## config.mk

```make
export PLATFORM = sky130hd
export DESIGN_NAME = cla_seq_adder_ctrl
export DESIGN_NICKNAME = d
export VERILOG_FILES = /design/src/rtl/cla_seq_adder_ctrl_pkg.sv /design/src/rtl/cla_seq_adder_ctrl_cla4.sv /design/src/rtl/cla_seq_adder_ctrl.sv
export SDC_FILE = /design/constraint.sdc
export NUM_CORES = 1
export LEC_CHECK = 0
export BUFFER_PORTS_ARGS = -buffer_cell sky130_fd_sc_hd__buf_2
export CORE_MARGIN = 2
export CORE_UTILIZATION = 30
export DETAILED_ROUTE_END_ITERATION = 8
export PLACE_DENSITY = 0.58
export SLEW_MARGIN = 20
export SYNTH_ARGS = -nofsm -noshare
export SYNTH_HDL_FRONTEND = slang
export SYNTH_HIERARCHICAL = 1
export SYNTH_SLANG_ARGS = --single-unit
```

## constraint.sdc

```tcl
create_clock -name clk -period 8.2 [get_ports clk]
set_input_delay 1.64 -clock clk [delete_from_list [all_inputs] [get_ports clk]]
set_output_delay 1.64 -clock clk [all_outputs]
set_load 0.1 [all_outputs]
```

## src/rtl/cla_seq_adder_ctrl_pkg.sv

```systemverilog
`default_nettype none
// ============================================================================
// Module   : cla_seq_adder_ctrl_pkg
// Purpose  : Shared definitions for the slice-sequential CLA adder: the
//            controller state encoding and the width of one adder slice.
// Ports    : none (package)
// Revision : 1.0 - initial release
// ============================================================================
package cla_seq_adder_ctrl_pkg;

    // Width of the shared carry-lookahead slice.
    localparam int SLICE_W = 4;

    typedef enum logic [1:0] {
        IDLE = 2'b00,
        CALC = 2'b01,
        DONE = 2'b10
    } state_t;

endpackage
`default_nettype wire

```

## src/rtl/cla_seq_adder_ctrl_cla4.sv

```systemverilog
`default_nettype none
// ============================================================================
// Module   : clb4 / cla4
// Purpose  : clb4 is a 4-bit carry-lookahead block: it turns per-bit
//            generate/propagate terms and a carry-in into all four internal
//            carries without rippling. cla4 wraps it into a 4-bit adder.
// Ports    : clb4 - g[3:0], p[3:0], ci in; c[3:0] out (c[i] = carry out of bit i)
//            cla4 - a[3:0], b[3:0], ci in; s[3:0], co out
// Revision : 1.0 - initial release
// ============================================================================
module clb4 (
    input  logic [3:0] g,
    input  logic [3:0] p,
    input  logic       ci,
    output logic [3:0] c
);

    // Fully expanded lookahead equations: every carry depends only on g, p, ci.
    assign c[0] = g[0] | (p[0] & ci);
    assign c[1] = g[1] | (p[1] & g[0]) | (p[1] & p[0] & ci);
    assign c[2] = g[2] | (p[2] & g[1]) | (p[2] & p[1] & g[0])
                | (p[2] & p[1] & p[0] & ci);
    assign c[3] = g[3] | (p[3] & g[2]) | (p[3] & p[2] & g[1])
                | (p[3] & p[2] & p[1] & g[0]) | (p[3] & p[2] & p[1] & p[0] & ci);

endmodule

module cla4
    import cla_seq_adder_ctrl_pkg::*;
(
    input  logic [SLICE_W-1:0] a,
    input  logic [SLICE_W-1:0] b,
    input  logic               ci,
    output logic [SLICE_W-1:0] s,
    output logic               co
);

    logic [SLICE_W-1:0] gen;
    logic [SLICE_W-1:0] prop;
    logic [SLICE_W-1:0] carry;

    assign gen  = a & b;
    assign prop = a ^ b;

    clb4 u_clb4 (
        .g  (gen),
        .p  (prop),
        .ci (ci),
        .c  (carry)
    );

    // Bit i sums with the carry coming out of bit i-1 (ci for bit 0).
    assign s  = prop ^ {carry[SLICE_W-2:0], ci};
    assign co = carry[SLICE_W-1];

endmodule
`default_nettype wire

```

## src/rtl/cla_seq_adder_ctrl.sv

```systemverilog
`default_nettype none
// ============================================================================
// Module   : cla_seq_adder_ctrl
// Purpose  : WIDTH-bit adder that time-shares one 4-bit CLA slice, one slice
//            per clock, LSB slice first, with the carry registered between
//            slices. Operands and results move over valid/ready handshakes.
// Ports    : clk, reset (async, active-high)
//            in_valid/in_ready, a, b, ci   - operand handshake
//            out_valid/out_ready, s, co, ovf - result handshake
//            busy - high while an operation is being computed or held
// Revision : 1.0 - initial release
// ============================================================================
module cla_seq_adder_ctrl
    import cla_seq_adder_ctrl_pkg::*;
#(
    parameter int WIDTH = 32   // multiple of 4, at least 8
) (
    input  logic             clk,
    input  logic             reset,
    input  logic             in_valid,
    output logic             in_ready,
    input  logic [WIDTH-1:0] a,
    input  logic [WIDTH-1:0] b,
    input  logic             ci,
    output logic             out_valid,
    input  logic             out_ready,
    output logic [WIDTH-1:0] s,
    output logic             co,
    output logic             ovf,
    output logic             busy
);

    localparam int                NSLICE   = WIDTH / SLICE_W;
    localparam int                CNT_W    = $clog2(NSLICE);
    localparam logic [CNT_W-1:0]  LAST_CNT = CNT_W'(NSLICE - 1);

    state_t             state;
    state_t             state_next;
    logic [CNT_W-1:0]   cnt;
    logic [WIDTH-1:0]   a_r;
    logic [WIDTH-1:0]   b_r;
    logic [WIDTH-1:0]   s_r;       // working sum, filled slice by slice
    logic               carry_r;

    // Result registers: only updated when the last slice completes, so the
    // visible outputs keep the previous result during a new computation.
    logic [WIDTH-1:0]   s_res;
    logic               co_res;
    logic               ovf_res;

    logic [SLICE_W-1:0] slice_a;
    logic [SLICE_W-1:0] slice_b;
    logic [SLICE_W-1:0] slice_s;
    logic               slice_co;
    logic [WIDTH-1:0]   s_merge;
    logic               last_slice;

    // ------------------------------------------------------------------
    // Shared slice: operand nibbles selected by the slice counter.
    // ------------------------------------------------------------------
    assign slice_a = a_r[cnt*SLICE_W +: SLICE_W];
    assign slice_b = b_r[cnt*SLICE_W +: SLICE_W];

    cla4 u_cla4 (
        .a  (slice_a),
        .b  (slice_b),
        .ci (carry_r),
        .s  (slice_s),
        .co (slice_co)
    );

    // Working sum with the current slice already inserted; on the last slice
    // this is the complete result.
    always_comb begin
        s_merge = s_r;
        s_merge[cnt*SLICE_W +: SLICE_W] = slice_s;
    end

    assign last_slice = (cnt == LAST_CNT);

    // ------------------------------------------------------------------
    // Controller
    // ------------------------------------------------------------------
    always_ff @(posedge clk or posedge reset) begin
        if (reset) begin
            state <= IDLE;
        end else begin
            state <= state_next;
        end
    end

    always_comb begin
        state_next = state;
        in_ready   = 1'b0;
        out_valid  = 1'b0;
        busy       = 1'b0;
        case (state)
            IDLE: begin
                in_ready = 1'b1;
                if (in_valid) begin
                    state_next = CALC;
                end
            end
            CALC: begin
                busy = 1'b1;
                if (last_slice) begin
                    state_next = DONE;
                end
            end
            DONE: begin
                busy      = 1'b1;
                out_valid = 1'b1;
                if (out_ready) begin
                    state_next = IDLE;
                end
            end
            default: begin
                state_next = IDLE;
            end
        endcase
    end

    // ------------------------------------------------------------------
    // Datapath
    // ------------------------------------------------------------------
    always_ff @(posedge clk or posedge reset) begin
        if (reset) begin
            cnt     <= '0;
            a_r     <= '0;
            b_r     <= '0;
            s_r     <= '0;
            carry_r <= 1'b0;
            s_res   <= '0;
            co_res  <= 1'b0;
            ovf_res <= 1'b0;
        end else begin
            case (state)
                IDLE: begin
                    if (in_valid) begin
                        a_r     <= a;
                        b_r     <= b;
                        carry_r <= ci;
                        cnt     <= '0;
                    end
                end
                CALC: begin
                    s_r     <= s_merge;
                    carry_r <= slice_co;
                    if (last_slice) begin
                        cnt     <= '0;
                        s_res   <= s_merge;
                        co_res  <= slice_co;
                        // Same-sign operands whose sum flips sign.
                        ovf_res <= (a_r[WIDTH-1] == b_r[WIDTH-1])
                                && (slice_s[SLICE_W-1] != a_r[WIDTH-1]);
                    end else begin
                        cnt <= cnt + 1'b1;
                    end
                end
                default: begin
                end
            endcase
        end
    end

    assign s   = s_res;
    assign co  = co_res;
    assign ovf = ovf_res;

endmodule
`default_nettype wire

```

==> metrics.md, run 1 <==
| Metric | Value |
|---|---|
| Status | finished clean |
| H-tree depth | 4 |
| Critical path buffers and inverters | 0 |
| Clk slew on worst S/H paths | 0.05 ns |
| DR WL/cell | 18.0 um |
| Clock Skews | 0.00777 ns |
| Worst-margin pin slew | 0.978 ns |
| Inst Count DP | 871 |
| Synth cell types | 50 |
| CP top delay family | flip-flops |
| Max-Cap Viols | 0 |
| Die width | 152 um |
| Setup tns final | 0 ns |
| Worst setup path start | cnt[0] |
| Number of port buffers | 105 |
| Leakage power | 3.67 nW |
| Syn. warnings | 6 |
| Async S/R FF share, synth | 100% |
| Tot Pwr | 3.19 mW |
| Vias | 4503 |
| Largest net degree at the start of global routing | 83 |
| RSZ-0062 raised after global routing | false |
| Ys flop type | dfrtp_1 |
| Cell count along the critical path | 11 |
| CP peak stage delay | 1.01 ns |
| First DRT Iteration DRCs | 262 |
| Max Slew Vio Count | 0 |
| Syn-to-layout area delta | 20.1% |
| Final instance area | 7860 um^2 |
| CP Max Fanout | 37 |
| Initial core utilization | 30.3% |
| Register bit total from synthesis | 136 |
| Internal power | 1.92 mW |
| Slew headroom | 34.8% |
| Fin nets | 694 |
| Multi-input gate area | 2950 um^2 |
| WL final | 16.2 mm |
| # IOs | 106 |
| GRT overflow | 0 |
| Clk root buf | clkbuf_16 |
| Initial antenna violation count | 1 |
| Avg Cell Area, Syn | 12.9 um^2 |
| Setup violators final | 0 |
| Flop2flop setup slack | 4.25 ns |
| Mapped Cells | 509 |
| RePlAce Congestion | 0.788 |
| CTS hold repair buffers | 0 |
| VDD IR max | 0.206 mV |
| FMAX | 253 MHz |
| Die area | 23000 um^2 |
| Synth Cell Area | 6540 um^2 |
| Synth Net Count | 593 |
| Crit. End Element | flip-flop |
| Vias in the first global route | 4863 |
| Row cnt | 54 |
| Vias/cell | 4.99 |
| Clock network power share | 22.0% |
| Router iterations before antenna repair | 4 |
| Post-DP HPWL | 11.9 mm |
| Crit path kind | flip-flop to flip-flop |
| Clock Sinks | 136 |
| Part of the power in combinational logic | 44.0% |
| Placed cell areas | 7310 um^2 |
| Seq pwr share | 34.0% |
| Layout cells sized above 1 | 43.1% |
| Switching share of power | 39.7% |
| Worst path most repeated cell | a21o_1 |
| Total CTS buffers | 17 |
| Hold Crit Class | flip-flop to flip-flop |
| Crit path capture | s[23] |
| Core Region | 21600 um^2 |
| GR Util All Layers | 14.8% |
| TritonCTS clock tree | built |
| Power Dens Cells | 406 nW/um^2 |
| Slowest-stage cell, CP | dfrtp_2 |
| Reg2Reg Depth | 11 |
| Sequential cell area | 3400 um^2 |
| Reg-to-reg endpoint | s[23] |
| Post-CTS Setup Inserts | 0 |
| WP data required | 8.55 ns |
| Final hold viol count | 0 |
| DR DRC count | 0 |
| PostCTS Resize Cnt | 0 |
| Post-Layout Cell Count | 903 |
| Switch Pwr | 1.27 mW |
| Worst setup SP type | flip-flop |
| ANT nets after route | 0 |
| Filler cell count | 2162 |
| EDFF count, synth | 0 |
| Sequential area share after synthesis | 52.0% |
| Clock Latency Late Sink | 0.41 ns |
| Crit path cell chain | mux4_2, nand2_1, nand2_1, ha_1, a21o_1, a21o_1, a21o_1, xor2_1, nand4b_1, o2bb2ai_1, a31o_2 |
| Reg2reg start | cnt[0] |
| Worst endpoint data arrival time | 4.30 ns |
| Die height | 152 um |
| Min Tclk post-route | 3.95 ns |
| Max clock buf depth | 2 |
| Final Cycle Share | 48.2% |
| First-pass GRT wire length | 25.8 mm |
final cells by class:
class                      count  area share, %
antenna                        1         0.0318
clock buffer                  23           5.96
clock inverter                 8          0.939
inverter                      12          0.605
multi-input combinational    334           37.6
sequential                   136           43.3
tap                          280           4.46
timing repair buffer         109           7.12
per-layer routing:
layer / part of all wire [%] / track usage [%] / up-vias
li1: - / - / 2077
met1: 43 / 18.5 / 2296
met2: 51 / 25.4 / 119
met3: 4.9 / 4.16 / 9
met4: 0.55 / 3.80 / 2
met5: 0.080 / 0 / -
logic make-up after synthesis:
family / share of synthesized area (%)
AO/OA/AOI/OAI: 8.21
XOR/XNOR: 0.536
adder cells (fa/ha/maj): 2.87
buffers and inverters: 2.89
flip-flops: 52.0
multiplexers: 22.5
AND/OR/NAND/NOR: 11.0
flip-flops by register name (all words and copies together) (netlist names):
register / cells
a_r: 32
s_r: 32
co: 1
b_r: 32
cnt: 3
state: 2
ovf: 1
s: 32
carry_r: 1
Yosys cell counts, drive strengths merged (10+ instances only):
master / count / area, um^2
buf: 17 / 105
a221o: 13 / 130
mux4: 16 / 360
a21oi: 11 / 55.1
nand2: 44 / 165
mux2: 95 / 1070
inv: 11 / 41.3
dfrtp: 136 / 3400
clkbuf: 10 / 38.8
nand3: 18 / 105
nor2: 25 / 93.8
ha: 15 / 188
per-stage QoR:
stage / utilization, % / setup WS, ns / hold WS, ns
CTS: 36.3 / 4.21 / 0.476
finish: 36.3 / 4.25 / 0.480
global placement: 33.8 / 4.36 / 0.464
floorplan: - / 2.92 / 0.471
detailed placement: 33.8 / 4.27 / 0.462
global route: 36.3 / 3.98 / 0.508
worst min-delay path by stage:
| stage | end | slack (ns) | startpoint | depth (start not counted) |
|---|---|---|---|---|
| 2_1_floorplan | s_r[10] | 0.47 | s_r[10] | 1 |
| 3_3_place_gp | co | 0.46 | co | 2 |
| 6_report | co | 0.48 | co | 2 |
| 3_5_place_dp | co | 0.46 | co | 2 |
| 5_1_grt | b_r[25] | 0.51 | b_r[25] | 1 |
| 4_1_cts | co | 0.48 | co | 2 |
layout by cell type, fill, tap and decap left out, types with 4 or more instances in the layout:
| master | netlist | routed |
|---|---|---|
| a21oi_1 | 11 | 11 |
| mux2_2 | 95 | 95 |
| o21ai_0 | 5 | 5 |
| nand4b_1 | 6 | 6 |
| dfrtp_1 | 136 | 135 |
| nand2_1 | 44 | 43 |
| o2bb2ai_1 | 8 | 8 |
| nand2b_1 | 8 | 8 |
| clkinv_2 | 0 | 4 |
| o211ai_1 | 8 | 8 |
| and2_1 | 6 | 6 |
| clkbuf_16 | 0 | 17 |
| nand3_1 | 15 | 15 |
| mux2i_1 | 4 | 4 |
| a221o_1 | 13 | 13 |
| xor2_1 | 4 | 4 |
| nor2_1 | 25 | 25 |
| mux4_2 | 16 | 16 |
| buf_2 | 12 | 105 |
| a31o_2 | 8 | 8 |
| a31oi_1 | 4 | 4 |
| inv_1 | 11 | 10 |
| ha_1 | 15 | 15 |
| a21o_1 | 4 | 4 |
| and3_1 | 5 | 5 |
| clkbuf_1 | 9 | 4 |
| nor2b_1 | 4 | 4 |
power groups by stage:
stage | clock (mW) | combinational, mW | sequential, mW
6_report | 0.702 | 1.40 | 1.08
5_1_grt | 0.746 | 1.53 | 1.12
4_1_cts | 0.716 | 1.41 | 1.09
3_5_place_dp | 0 | 1.40 | 1.10
3_3_place_gp | 0 | 1.37 | 1.08
2_1_floorplan | 0 | 1.09 | 1.09
worst reg2reg max path: stages (launching register included):
cell and delay, ns:
dfrtp_2 1.01, mux4_2 0.62, nand2_1 0.08, nand2_1 0.08, ha_1 0.34, a21o_1 0.21, a21o_1 0.22, a21o_1 0.19
xor2_1 0.46, nand4b_1 0.34, o2bb2ai_1 0.23, a31o_2 0.12
No activity file was read; power rests on OpenSTA's default activity.
==> run 2: changes to the inputs <==
- PLACE_DENSITY: 0.58 -> 0.59
- clock period: 8.2 -> 3.3 ns (I/O delays scaled with it)
==> metrics.md, run 2 (synthesized netlist as in run 1, its figures left out) <==
| Metric | Value |
|---|---|
| Most frequent cells in the layout | dfrtp_1, buf_2, mux2_2 |
| Router iterations before antenna repair | 4 |
| Leading cell type in the layout, fill and taps excluded | dfrtp_1 |
| Initial core utilization | 30.3% |
| Final hold viol count | 0 |
| Vias | 4480 |
| Die area | 23000 um^2 |
| Worst setup SP type | flip-flop |
| Clock Sinks | 136 |
| Reg2reg start | cnt[0] |
| DR DRC count | 0 |
| Final Cycle Share | 92.5% |
| Worst endpoint data arrival time | 3.41 ns |
| First-pass GRT wire length | 26.3 mm |
| Worst setup path start | cnt[0] |
| Clock Latency Late Sink | 0.42 ns |
| Leakage power | 3.82 nW |
| Max-Cap Viols | 0 |
| Worst path most repeated cell | a21o_1 |
| GR Util All Layers | 15.1% |
| Final instance area | 8140 um^2 |
| Initial antenna violation count | 3 |
| Post-DP HPWL | 12.1 mm |
| RSZ-0062 raised after global routing | false |
| Reg2Reg Depth | 11 |
| Setup tns final | 0 ns |
| Critical path buffers and inverters | 0 |
| Fin nets | 711 |
| Tot Pwr | 8.65 mW |
| Inst Count DP | 888 |
| Largest net degree at the start of global routing | 49 |
| Crit path cell chain | mux4_2, nand2_1, nand2_1, ha_1, a21o_1, a21o_1, a21o_1, xor2_2, nand2b_1, nor2_1, a221o_1 |
| Status | finished clean |
| # IOs | 106 |
| Post-CTS Setup Inserts | 0 |
| Vias/cell | 4.86 |
| Vias in the first global route | 4721 |
| Clk slew on worst S/H paths | 0.06 ns |
| RePlAce Congestion | 0.782 |
| WP data required | 3.66 ns |
| Power Dens Cells | 1060 nW/um^2 |
| Fin worst setup slack | 0.248 ns |
| Max clock buf depth | 2 |
| Min Tclk post-route | 3.05 ns |
| GRT overflow | 0 |
| Crit. End Element | flip-flop |
| WL final | 16.3 mm |
| Max Slew Vio Count | 0 |
| Slowest-stage cell, CP | mux4_2 |
| Syn-to-layout area delta | 24.4% |
| CTS hold repair buffers | 0 |
| Hold Crit Class | input pin to async pin |
| Die width | 152 um |
| CP Max Fanout | 7 |
| FMAX | 328 MHz |
| Layout cells sized above 1 | 45.5% |
| Clock Skews | 0.00751 ns |
| Dpl ws | 0.103 ns |
| Reg-to-reg endpoint | s[11] |
| CP top delay family | compound AO/OA/AOI/OAI gates |
| Total CTS buffers | 17 |
| Core Region | 21600 um^2 |
| ANT nets after route | 0 |
| Clk root buf | clkbuf_16 |
| Die height | 152 um |
| CP peak stage delay | 0.52 ns |
| Number of port buffers | 105 |
| TritonCTS clock tree | built |
| Worst-margin pin slew | 0.785 ns |
| Crit path kind | flip-flop to flip-flop |
| H-tree depth | 4 |
| VDD IR max | 0.871 mV |
| Placed cell areas | 7460 um^2 |
| DR WL/cell | 17.7 um |
| Slew headroom | 47.0% |
| Row cnt | 54 |
| Post-Layout Cell Count | 921 |
| First DRT Iteration DRCs | 250 |
| Flop2flop setup slack | 0.25 ns |
| Setup violators final | 0 |
run 2: worst max-delay path by stage:
stage,end,slack (ns),cells after the start
3_5_place_dp,s[11],0.10,11
4_1_cts,s[11],0.08,11
2_1_floorplan,s[23],0.20,13
5_1_grt,s[27],0.07,11
3_3_place_gp,s[27],0.16,11
6_report,s[11],0.25,11
run 2: routing by layer:
metal	wire [um]	GRT usage [%]
met5	7	0
met4	138	4.03
met3	858	4.22
met2	7960	24.7
met1	7370	19.7
run 2: final cells by class:
type	instances	area [um^2]
Fill cell	2118	13500
Sequential cell	136	3400
Multi-Input combinational cell	334	2960
Timing Repair Buffer	126	708
Clock buffer	20	467
Tap cell	280	350
Clock inverter	12	195
Inverter	12	48.8
Antenna cell	1	2.50
run 2: per-stage QoR:
step	hold WS [ns]	utilization, %
detailed placement	0.481	34.5
finish	0.363	37.6
floorplan	0.471	-
CTS	0.381	37.6
global placement	0.461	34.5
global route	0.416	37.6
run 2: power breakdown:
part / switching, mW / leakage (nW) / internal, mW / total (mW)
Combinational: 2.20 / 1.75 / 1.68 / 3.89
Clock: 0.719 / 0.326 / 1.40 / 2.12
Sequential: 0.386 / 1.74 / 2.26 / 2.65
run 2: repair_timing:
action,in CTS,in global routing
endpoints found under the setup margin,0,10
endpoints found under the hold margin,0,0
gates resized for setup,0,1
